[src/rtl/synth_pkg.sv]
// Shared definitions for the synth voice blocks: key layout, default widths and
// the width helper used to size the mixer output.
package synth_pkg;

  localparam int unsigned KEY_W     = 7;
  localparam int unsigned OCT_W     = 3;
  localparam int unsigned NOTE_W    = 4;
  localparam int unsigned DEF_AMP_W = 32;
  localparam int unsigned DEF_PER_W = 16;

  // Key layout: octave in bits [6:4], note in bits [3:0].
  typedef struct packed {
    logic [OCT_W-1:0]  octave;
    logic [NOTE_W-1:0] note;
  } key_t;

  // Ceiling log2, used for the number of guard bits in the mixer sum.
  function automatic int unsigned clog2(input int unsigned value);
    int unsigned res = 0;
    for (int unsigned v = value - 1; v > 0; v = v >> 1) begin
      res++;
    end
    return res;
  endfunction

endpackage

[src/rtl/poly_voice_controller_if.sv]
// Event and audio bus between the key decoder, the voice controller and the
// effect chain.
interface poly_voice_controller_if #(
  parameter int unsigned NUM_VOICES = 4,
  parameter int unsigned AMP_W      = synth_pkg::DEF_AMP_W,
  parameter int unsigned PER_W      = synth_pkg::DEF_PER_W
);
  localparam int unsigned OUT_W = AMP_W + synth_pkg::clog2(NUM_VOICES);

  logic                    note_on;
  logic                    note_off;
  synth_pkg::key_t         key;
  logic [PER_W-1:0]        half_period;
  logic [AMP_W-2:0]        amplitude;
  logic signed [OUT_W-1:0] wave_out;
  logic [NUM_VOICES-1:0]   voice_active;
  logic                    stolen;

  modport master (
    output note_on, note_off, key, half_period, amplitude,
    input  wave_out, voice_active, stolen
  );

  modport slave (
    input  note_on, note_off, key, half_period, amplitude,
    output wave_out, voice_active, stolen
  );
endinterface

[src/rtl/voice_osc.sv]
// One square-wave voice: holds its note parameters, counts out each half
// period and presents a signed sample (zero while idle).
module voice_osc
  import synth_pkg::*;
#(
  parameter int unsigned AMP_W = DEF_AMP_W,
  parameter int unsigned PER_W = DEF_PER_W,
  parameter int unsigned OUT_W = DEF_AMP_W + 2
) (
  input  logic                    clk,
  input  logic                    reset,
  input  logic                    load,
  input  logic                    clear,
  input  key_t                    load_key,
  input  logic [PER_W-1:0]        load_period,
  input  logic [AMP_W-2:0]        load_amp,
  output logic                    active,
  output key_t                    voice_key,
  output logic signed [OUT_W-1:0] sample
);

  logic             active_q;
  key_t             key_q;
  logic [PER_W-1:0] period_q;
  logic [AMP_W-2:0] amp_q;
  logic [PER_W-1:0] cnt_q;
  logic             phase_q;

  logic signed [OUT_W-1:0] amp_ext;

  // Voice state: load restarts the positive half, clear parks the voice idle.
  always_ff @(posedge clk or negedge reset) begin
    if (!reset) begin
      active_q <= 1'b0;
      key_q    <= '0;
      period_q <= '0;
      amp_q    <= '0;
      cnt_q    <= '0;
      phase_q  <= 1'b1;
    end else if (load) begin
      active_q <= 1'b1;
      key_q    <= load_key;
      period_q <= load_period;
      amp_q    <= load_amp;
      cnt_q    <= '0;
      phase_q  <= 1'b1;
    end else if (clear) begin
      active_q <= 1'b0;
      cnt_q    <= '0;
      phase_q  <= 1'b1;
    end else if (active_q) begin
      if (cnt_q == period_q - PER_W'(1)) begin
        cnt_q   <= '0;
        phase_q <= ~phase_q;
      end else begin
        cnt_q <= cnt_q + PER_W'(1);
      end
    end
  end

  assign amp_ext = {{(OUT_W - AMP_W + 1){1'b0}}, amp_q};

  // Signed sample, already extended to the mixer width.
  always_comb begin
    sample = '0;
    if (active_q) begin
      sample = phase_q ? amp_ext : -amp_ext;
    end
  end

  assign active    = active_q;
  assign voice_key = key_q;

endmodule

[src/rtl/poly_voice_controller.sv]
// Polyphonic square-wave controller: allocates note events to voices
// (retrigger, first free, round-robin steal) and registers the mixed output.
module poly_voice_controller
  import synth_pkg::*;
#(
  parameter int unsigned NUM_VOICES = 4,
  parameter int unsigned AMP_W      = DEF_AMP_W,
  parameter int unsigned PER_W      = DEF_PER_W
) (
  input logic                   clk,
  input logic                   reset,
  poly_voice_controller_if.slave bus
);

  localparam int unsigned IDX_W = clog2(NUM_VOICES);
  localparam int unsigned OUT_W = AMP_W + IDX_W;

  logic [NUM_VOICES-1:0]   active;
  logic [NUM_VOICES-1:0]   match;
  logic [NUM_VOICES-1:0]   load;
  logic [NUM_VOICES-1:0]   clear;
  key_t                    voice_key [NUM_VOICES];
  logic signed [OUT_W-1:0] sample [NUM_VOICES];

  logic [IDX_W-1:0]        steal_ptr_q, steal_ptr_d;
  logic                    stolen_q, stolen_d;
  logic                    found;
  logic signed [OUT_W-1:0] mix_sum, wave_q;

  for (genvar i = 0; i < NUM_VOICES; i++) begin : g_voice
    voice_osc #(
      .AMP_W(AMP_W),
      .PER_W(PER_W),
      .OUT_W(OUT_W)
    ) u_voice (
      .clk        (clk),
      .reset      (reset),
      .load       (load[i]),
      .clear      (clear[i]),
      .load_key   (bus.key),
      .load_period(bus.half_period),
      .load_amp   (bus.amplitude),
      .active     (active[i]),
      .voice_key  (voice_key[i]),
      .sample     (sample[i])
    );
  end

  // Busy voices currently holding the event's key.
  always_comb begin
    match = '0;
    for (int i = 0; i < NUM_VOICES; i++) begin
      match[i] = active[i] && (voice_key[i] == bus.key);
    end
  end

  // Allocation: retrigger beats free slot beats stealing; note_off only when
  // no note_on is present in the same cycle.
  always_comb begin
    load        = '0;
    clear       = '0;
    found       = 1'b0;
    stolen_d    = 1'b0;
    steal_ptr_d = steal_ptr_q;
    if (bus.note_on) begin
      if (bus.half_period != '0) begin
        for (int i = 0; i < NUM_VOICES; i++) begin
          if (!found && match[i]) begin
            load[i] = 1'b1;
            found   = 1'b1;
          end
        end
        for (int i = 0; i < NUM_VOICES; i++) begin
          if (!found && !active[i]) begin
            load[i] = 1'b1;
            found   = 1'b1;
          end
        end
        if (!found) begin
          load[steal_ptr_q] = 1'b1;
          stolen_d          = 1'b1;
          steal_ptr_d       = steal_ptr_q + IDX_W'(1);
        end
      end
    end else if (bus.note_off) begin
      clear = match;
    end
  end

  // Mixer: guard bits in OUT_W make overflow impossible.
  always_comb begin
    mix_sum = '0;
    for (int i = 0; i < NUM_VOICES; i++) begin
      mix_sum = mix_sum + sample[i];
    end
  end

  // Steal pointer, steal pulse and registered mix.
  always_ff @(posedge clk or negedge reset) begin
    if (!reset) begin
      steal_ptr_q <= '0;
      stolen_q    <= 1'b0;
      wave_q      <= '0;
    end else begin
      steal_ptr_q <= steal_ptr_d;
      stolen_q    <= stolen_d;
      wave_q      <= mix_sum;
    end
  end

  assign bus.wave_out     = wave_q;
  assign bus.voice_active = active;
  assign bus.stolen       = stolen_q;

endmodule

[src/flat_wrapper.sv]
// flat-port wrapper written by rule: the top's interface ports become plain ports
module poly_voice_controller_flat import synth_pkg::*;
#(
  parameter int unsigned NUM_VOICES = 4,
  parameter int unsigned AMP_W      = DEF_AMP_W,
  parameter int unsigned PER_W      = DEF_PER_W
)
  (clk, reset, bus_note_on, bus_note_off, bus_key, bus_half_period, bus_amplitude, bus_wave_out, bus_voice_active, bus_stolen);
  poly_voice_controller_if #(.NUM_VOICES(NUM_VOICES), .AMP_W(AMP_W), .PER_W(PER_W)) bus_i ();
  input logic clk;
  input logic reset;
  input wire logic [$bits(bus_i.note_on)-1:0] bus_note_on;
  input wire logic [$bits(bus_i.note_off)-1:0] bus_note_off;
  input wire logic [$bits(bus_i.key)-1:0] bus_key;
  input wire logic [$bits(bus_i.half_period)-1:0] bus_half_period;
  input wire logic [$bits(bus_i.amplitude)-1:0] bus_amplitude;
  output wire logic [$bits(bus_i.wave_out)-1:0] bus_wave_out;
  output wire logic [$bits(bus_i.voice_active)-1:0] bus_voice_active;
  output wire logic [$bits(bus_i.stolen)-1:0] bus_stolen;
  assign bus_i.note_on = bus_note_on;
  assign bus_i.note_off = bus_note_off;
  assign bus_i.key = bus_key;
  assign bus_i.half_period = bus_half_period;
  assign bus_i.amplitude = bus_amplitude;
  assign bus_wave_out = bus_i.wave_out;
  assign bus_voice_active = bus_i.voice_active;
  assign bus_stolen = bus_i.stolen;
  poly_voice_controller #(.NUM_VOICES(NUM_VOICES), .AMP_W(AMP_W), .PER_W(PER_W)) u_core (.clk(clk), .reset(reset), .bus(bus_i));
endmodule
[config.mk]
export PLATFORM = sky130hd
export DESIGN_NAME = poly_voice_controller_flat
export DESIGN_NICKNAME = d
export VERILOG_FILES = /design/src/rtl/synth_pkg.sv /design/src/rtl/poly_voice_controller_if.sv /design/src/rtl/voice_osc.sv /design/src/rtl/poly_voice_controller.sv /design/src/flat_wrapper.sv
export SDC_FILE = /design/constraint.sdc
export NUM_CORES = 1
export LEC_CHECK = 0
export BUFFER_PORTS_ARGS = -buffer_cell sky130_fd_sc_hd__buf_2
export CORE_MARGIN = 4
export CORE_UTILIZATION = 57
export DETAILED_ROUTE_END_ITERATION = 8
export MAX_ROUTING_LAYER = met4
export PLACE_DENSITY = 0.75
export REMOVE_ABC_BUFFERS = 1
export SLEW_MARGIN = 30
export SYNTH_ARGS = -nofsm -noshare
export SYNTH_HDL_FRONTEND = slang
export SYNTH_SLANG_ARGS = --single-unit
[constraint.sdc]
create_clock -name clk -period 5.7 [get_ports clk]
set_input_delay 1.14 -clock clk [delete_from_list [all_inputs] [get_ports clk]]
set_output_delay 1.14 -clock clk [all_outputs]
set_load 0.005 [all_outputs]
==> flow_summary_export.csv <==
group,metric,value,unit
logic_synthesis,synth_flop_cell,"dfrtp_1",
worst_setup_path,startpoint,"u_core.g_voice[3].u_voice.amp_q[3]$_DFFE_PN0P_",
worst_setup_path,max_stage_delay,0.58,ns
clocking,hold_buffers,0,
place,hpwl,41590,um
logic_synthesis,synth_edf_count,0,
clocking,clkTransAtPathRegs,0.06,ns
finish,nets,2593,
finish,utilization,63.74,%
logic_synthesis,synthSimpleGateAreaFrac,16.62,%
worst_setup_path,start_kind,"flip-flop",
clocking,clockBufferDepth,3,
worst_setup_path,worstSetupEndpoint,"u_core.bus.wave_out[31]$_DFF_PN0_",
detailed_routing,remaining_drc_errors,0,
worst_setup_path,crit_type,"flip-flop to flip-flop",
worst_setup_path,crit_chain,"or4_1 -> nor4b_1 -> buf_4 -> nand2_1 -> o41ai_2 -> xor2_1 -> nor2_1 -> fa_1 -> inv_1 -> fa_1 -> inv_1 -> ha_1 -> inv_1 -> o21ai_0 -> a211o_1 -> a31oi_1 -> nand4b_1 -> and2_1 -> a211oi_1 -> xnor2_1",
finish,syn_to_final_growth,10.75,%
timing,worstMarginPinSlew,0.8851,ns
worst_setup_path,worstReg2RegEnd,"u_core.bus.wave_out[31]$_DFF_PN0_",
logic_synthesis,synth_seq_area_share,36.67,%
logic_synthesis,syn_inst,2367,
detailed_routing,drt_iter0_drc,1351,
finish,num-fill-cells,3206,
finish,seqCellArea,0.008138,mm^2
logic_synthesis,synth_top_area_share,36.20,%
status,outcome,"complete, no violations",
logic_synthesis,synth_fa_ha_area_share,8.717,%
detailed_routing,via_per_inst,6.050,
worst_setup_path,critPathRequiredTime,6.18,ns
logic_synthesis,synth_compound_area_share,11.89,%
logic_synthesis,yosys_warnings,0,
global_route,grt_max_degree,120,
logic_synthesis,synth.distinct_cells,83,
logic_synthesis,synth_area,0.02219,mm^2
floorplan,core_area,0.03856,mm^2
worst_setup_path,endpoint_kind,"flip-flop",
hold_path,holdCritPathClass,"primary input to async pin",
floorplan,die_area,0.04215,mm^2
timing,final_hold_viol_count,0,
floorplan,io_pins,97,
detailed_routing,drt_first_pass_iters,5,
finish,final_common_cell,"dfrtp_1",
worst_setup_path,worstPathMaxFanout,7,
timing,fin_skew,0.01870,ns
floorplan,start_util,57.55,%
detailed_routing,drt_wl_total,57250,um
finish,drive_above_1_share,15.24,%
global_route,grt_pass1_vias,17680,
worst_setup_path,r2r_slack,0.28,ns
worst_setup_path,crit_top_cell,"inv_1",
global_route,grt-ovfl-total,0,
logic_synthesis,avgSynthCellArea,9.375,um^2
timing,finalSetupViolCount,0,
logic_synthesis,synth_top_family_by_area,"simple AND/OR/NAND/NOR gates",
worst_setup_path,arrival,5.90,ns
worst_setup_path,cp_slowest_cell,"or4_1",
logic_synthesis,ys_async_sr_fraction,100.0,%
timing,min_period_over_period,95.15,%
clocking,insertion_delay,0.56,ns
worst_setup_path,rr_worst_depth,20,
logic_synthesis,yosys.area.top_type,"dfrtp_1",
timing,max_freq,184.4,MHz
logic_synthesis,synthMuxAreaShare,10.68,%
job,maxCapViolCount,0,
global_route,antenna_found_initial,2,
clocking,cts_tree,"built",
logic_synthesis,ys_top_cells_by_area,"dfrtp_1, mux2_2, xnor2_1",
finish,layout_common_cells,"dfrtp_1, nor2_1, inv_1",
timing,maxSlewViolCount,0,
global_route,gr-usage-all-layers,27.96,%
timing,relSlewSlack,40.99,%
detailed_routing,wire_per_inst,19.29,um
logic_synthesis,synth_xor_xnor_area_share,10.14,%
timing,rsz0062_at_grt,"false",
floorplan,rows,72,
place,routabilityCongestion,0.9664,
floorplan,die_h,205.3,um
place,portBuffers,96,
floorplan,die_x,205.3,um
clocking,cts_sinks,325,
clocking,cts_max_level,2,
worst_setup_path,r2r_start,"u_core.g_voice[3].u_voice.amp_q[3]$_DFFE_PN0P_",
timing,period_needed,5.424,ns
clocking,root_buffer,"clkbuf_16",
global_route,grt_pass1_wl,92410,um
clocking,numCtsBuffers,39,
detailed_routing,vias,17960,
finish,multi_input_area,0.01298,mm^2
detailed_routing,detail-route-antenna-nets,0,
logic_synthesis,ys_seq_elements,325,
repair_timing:
action | 4_1_cts | 5_1_grt
setup endpoints to repair | 0 | 4
setup buffers | 0 | 0
resized for setup | 0 | 6
endpoints found under the hold margin | 0 | 0
critical path, delay by kind of cell, from the launching register on:
kind / cells / cell delay (ns)
xor gates and xnor gates: 2 / 0.32
buffers and inverters: 4 / 0.48
and+or+nand+nor: 6 / 1.59
AOI/OAI and AO/OA: 5 / 1.15
adders and majority gates: 3 / 1.39
DFF: 1 / 0.42
kinds of logic (layout without fill, tap and decap cells):
family,count (synthesis),in the layout
compound gates,422,422
flops,325,325
buf+inv,302,382
simple gates,734,734
other cells,0,3
xor+xnor,257,257
mux,212,212
fa+ha+maj,115,115
state kept, by name, indices dropped and copies added (netlist names):
register / cells
u_core.bus.stolen: 1
u_core.steal_ptr_q: 2
u_core.g_voice.u_voice.period_q: 64
u_core.g_voice.u_voice.phase_q: 4
u_core.g_voice.u_voice.cnt_q: 64
u_core.bus.wave_out: 34
u_core.g_voice.u_voice.voice_key: 28
u_core.g_voice.u_voice.amp_q: 124
u_core.g_voice.u_voice.active: 4
per-stage QoR:
| stage | instance area (um^2) | cells | TNS (ns) | hold slack (ns) | setup slack (ns) |
|---|---|---|---|---|---|
| floorplan | 21690 | 2243 | -115.73 | 0.4783 | -3.270 |
| global placement | 23180 | 2896 | 0 | 0.4873 | 0.3575 |
| detailed placement | 23190 | 2896 | 0 | 0.5004 | 0.2656 |
| CTS | 24490 | 2964 | 0 | 0.5141 | 0.2589 |
| global route | 24570 | 2967 | 0 | 0.4598 | 0.01146 |
| finish | 24580 | 2968 | 0 | 0.4540 | 0.2764 |
how the worst min path moves through the flow:
stage	startpoint	to	slack, ns	cells after the start
after floorplan	u_core.g_voice[2].u_voice.voice_key[1]$_DFFE_PN0P_	u_core.g_voice[2].u_voice.voice_key[1]$_DFFE_PN0P_	0.48	1
after global placement	u_core.g_voice[2].u_voice.voice_key[4]$_DFFE_PN0P_	u_core.g_voice[2].u_voice.voice_key[4]$_DFFE_PN0P_	0.49	1
after detailed placement	u_core.g_voice[0].u_voice.voice_key[1]$_DFFE_PN0P_	u_core.g_voice[0].u_voice.voice_key[1]$_DFFE_PN0P_	0.50	1
after CTS	u_core.g_voice[0].u_voice.voice_key[6]$_DFFE_PN0P_	u_core.g_voice[0].u_voice.voice_key[6]$_DFFE_PN0P_	0.51	1
after global routing	reset	u_core.bus.wave_out[2]$_DFF_PN0_	0.46	1
final	reset	u_core.bus.wave_out[2]$_DFF_PN0_	0.45	1
area by class of cell:
type / count / area share (%)
Multi-Input combinational cell: 1740 / 52.80
Timing Repair Buffer: 136 / 3.401
Sequential cell: 325 / 33.11
Inverter: 178 / 2.719
Clock buffer: 53 / 4.511
Clock inverter: 15 / 0.7942
Tap cell: 518 / 2.637
Antenna cell: 3 / 0.03055
layer usage:
layer	global-route usage [%]	share of wire, %	vias to the layer above
met5	-	0	-
met2	44.75	47	615
li1	-	-	8322
met3	3.940	6.1	137
met4	9.809	3.5	0
met1	36.89	43	8882
synth_stat cells, drive strengths merged, types with 14 or more instances:
cell type,number
dfrtp,321
nor2,218
mux2,199
inv,176
xnor2,160
nand2,150
a21oi,146
clkbuf,108
xor2,97
o21ai,95
fa,66
nor3,58
nand3,54
ha,49
nor4,49
or3,46
a21o,36
nand4,36
a31oi,29
nand2b,23
buf,16
a22o,14
and3,14
or4,14
Power is left out: the tool's default activity adds up to more than one toggle a clock period on the data nets, which glitch-free logic cannot reach.
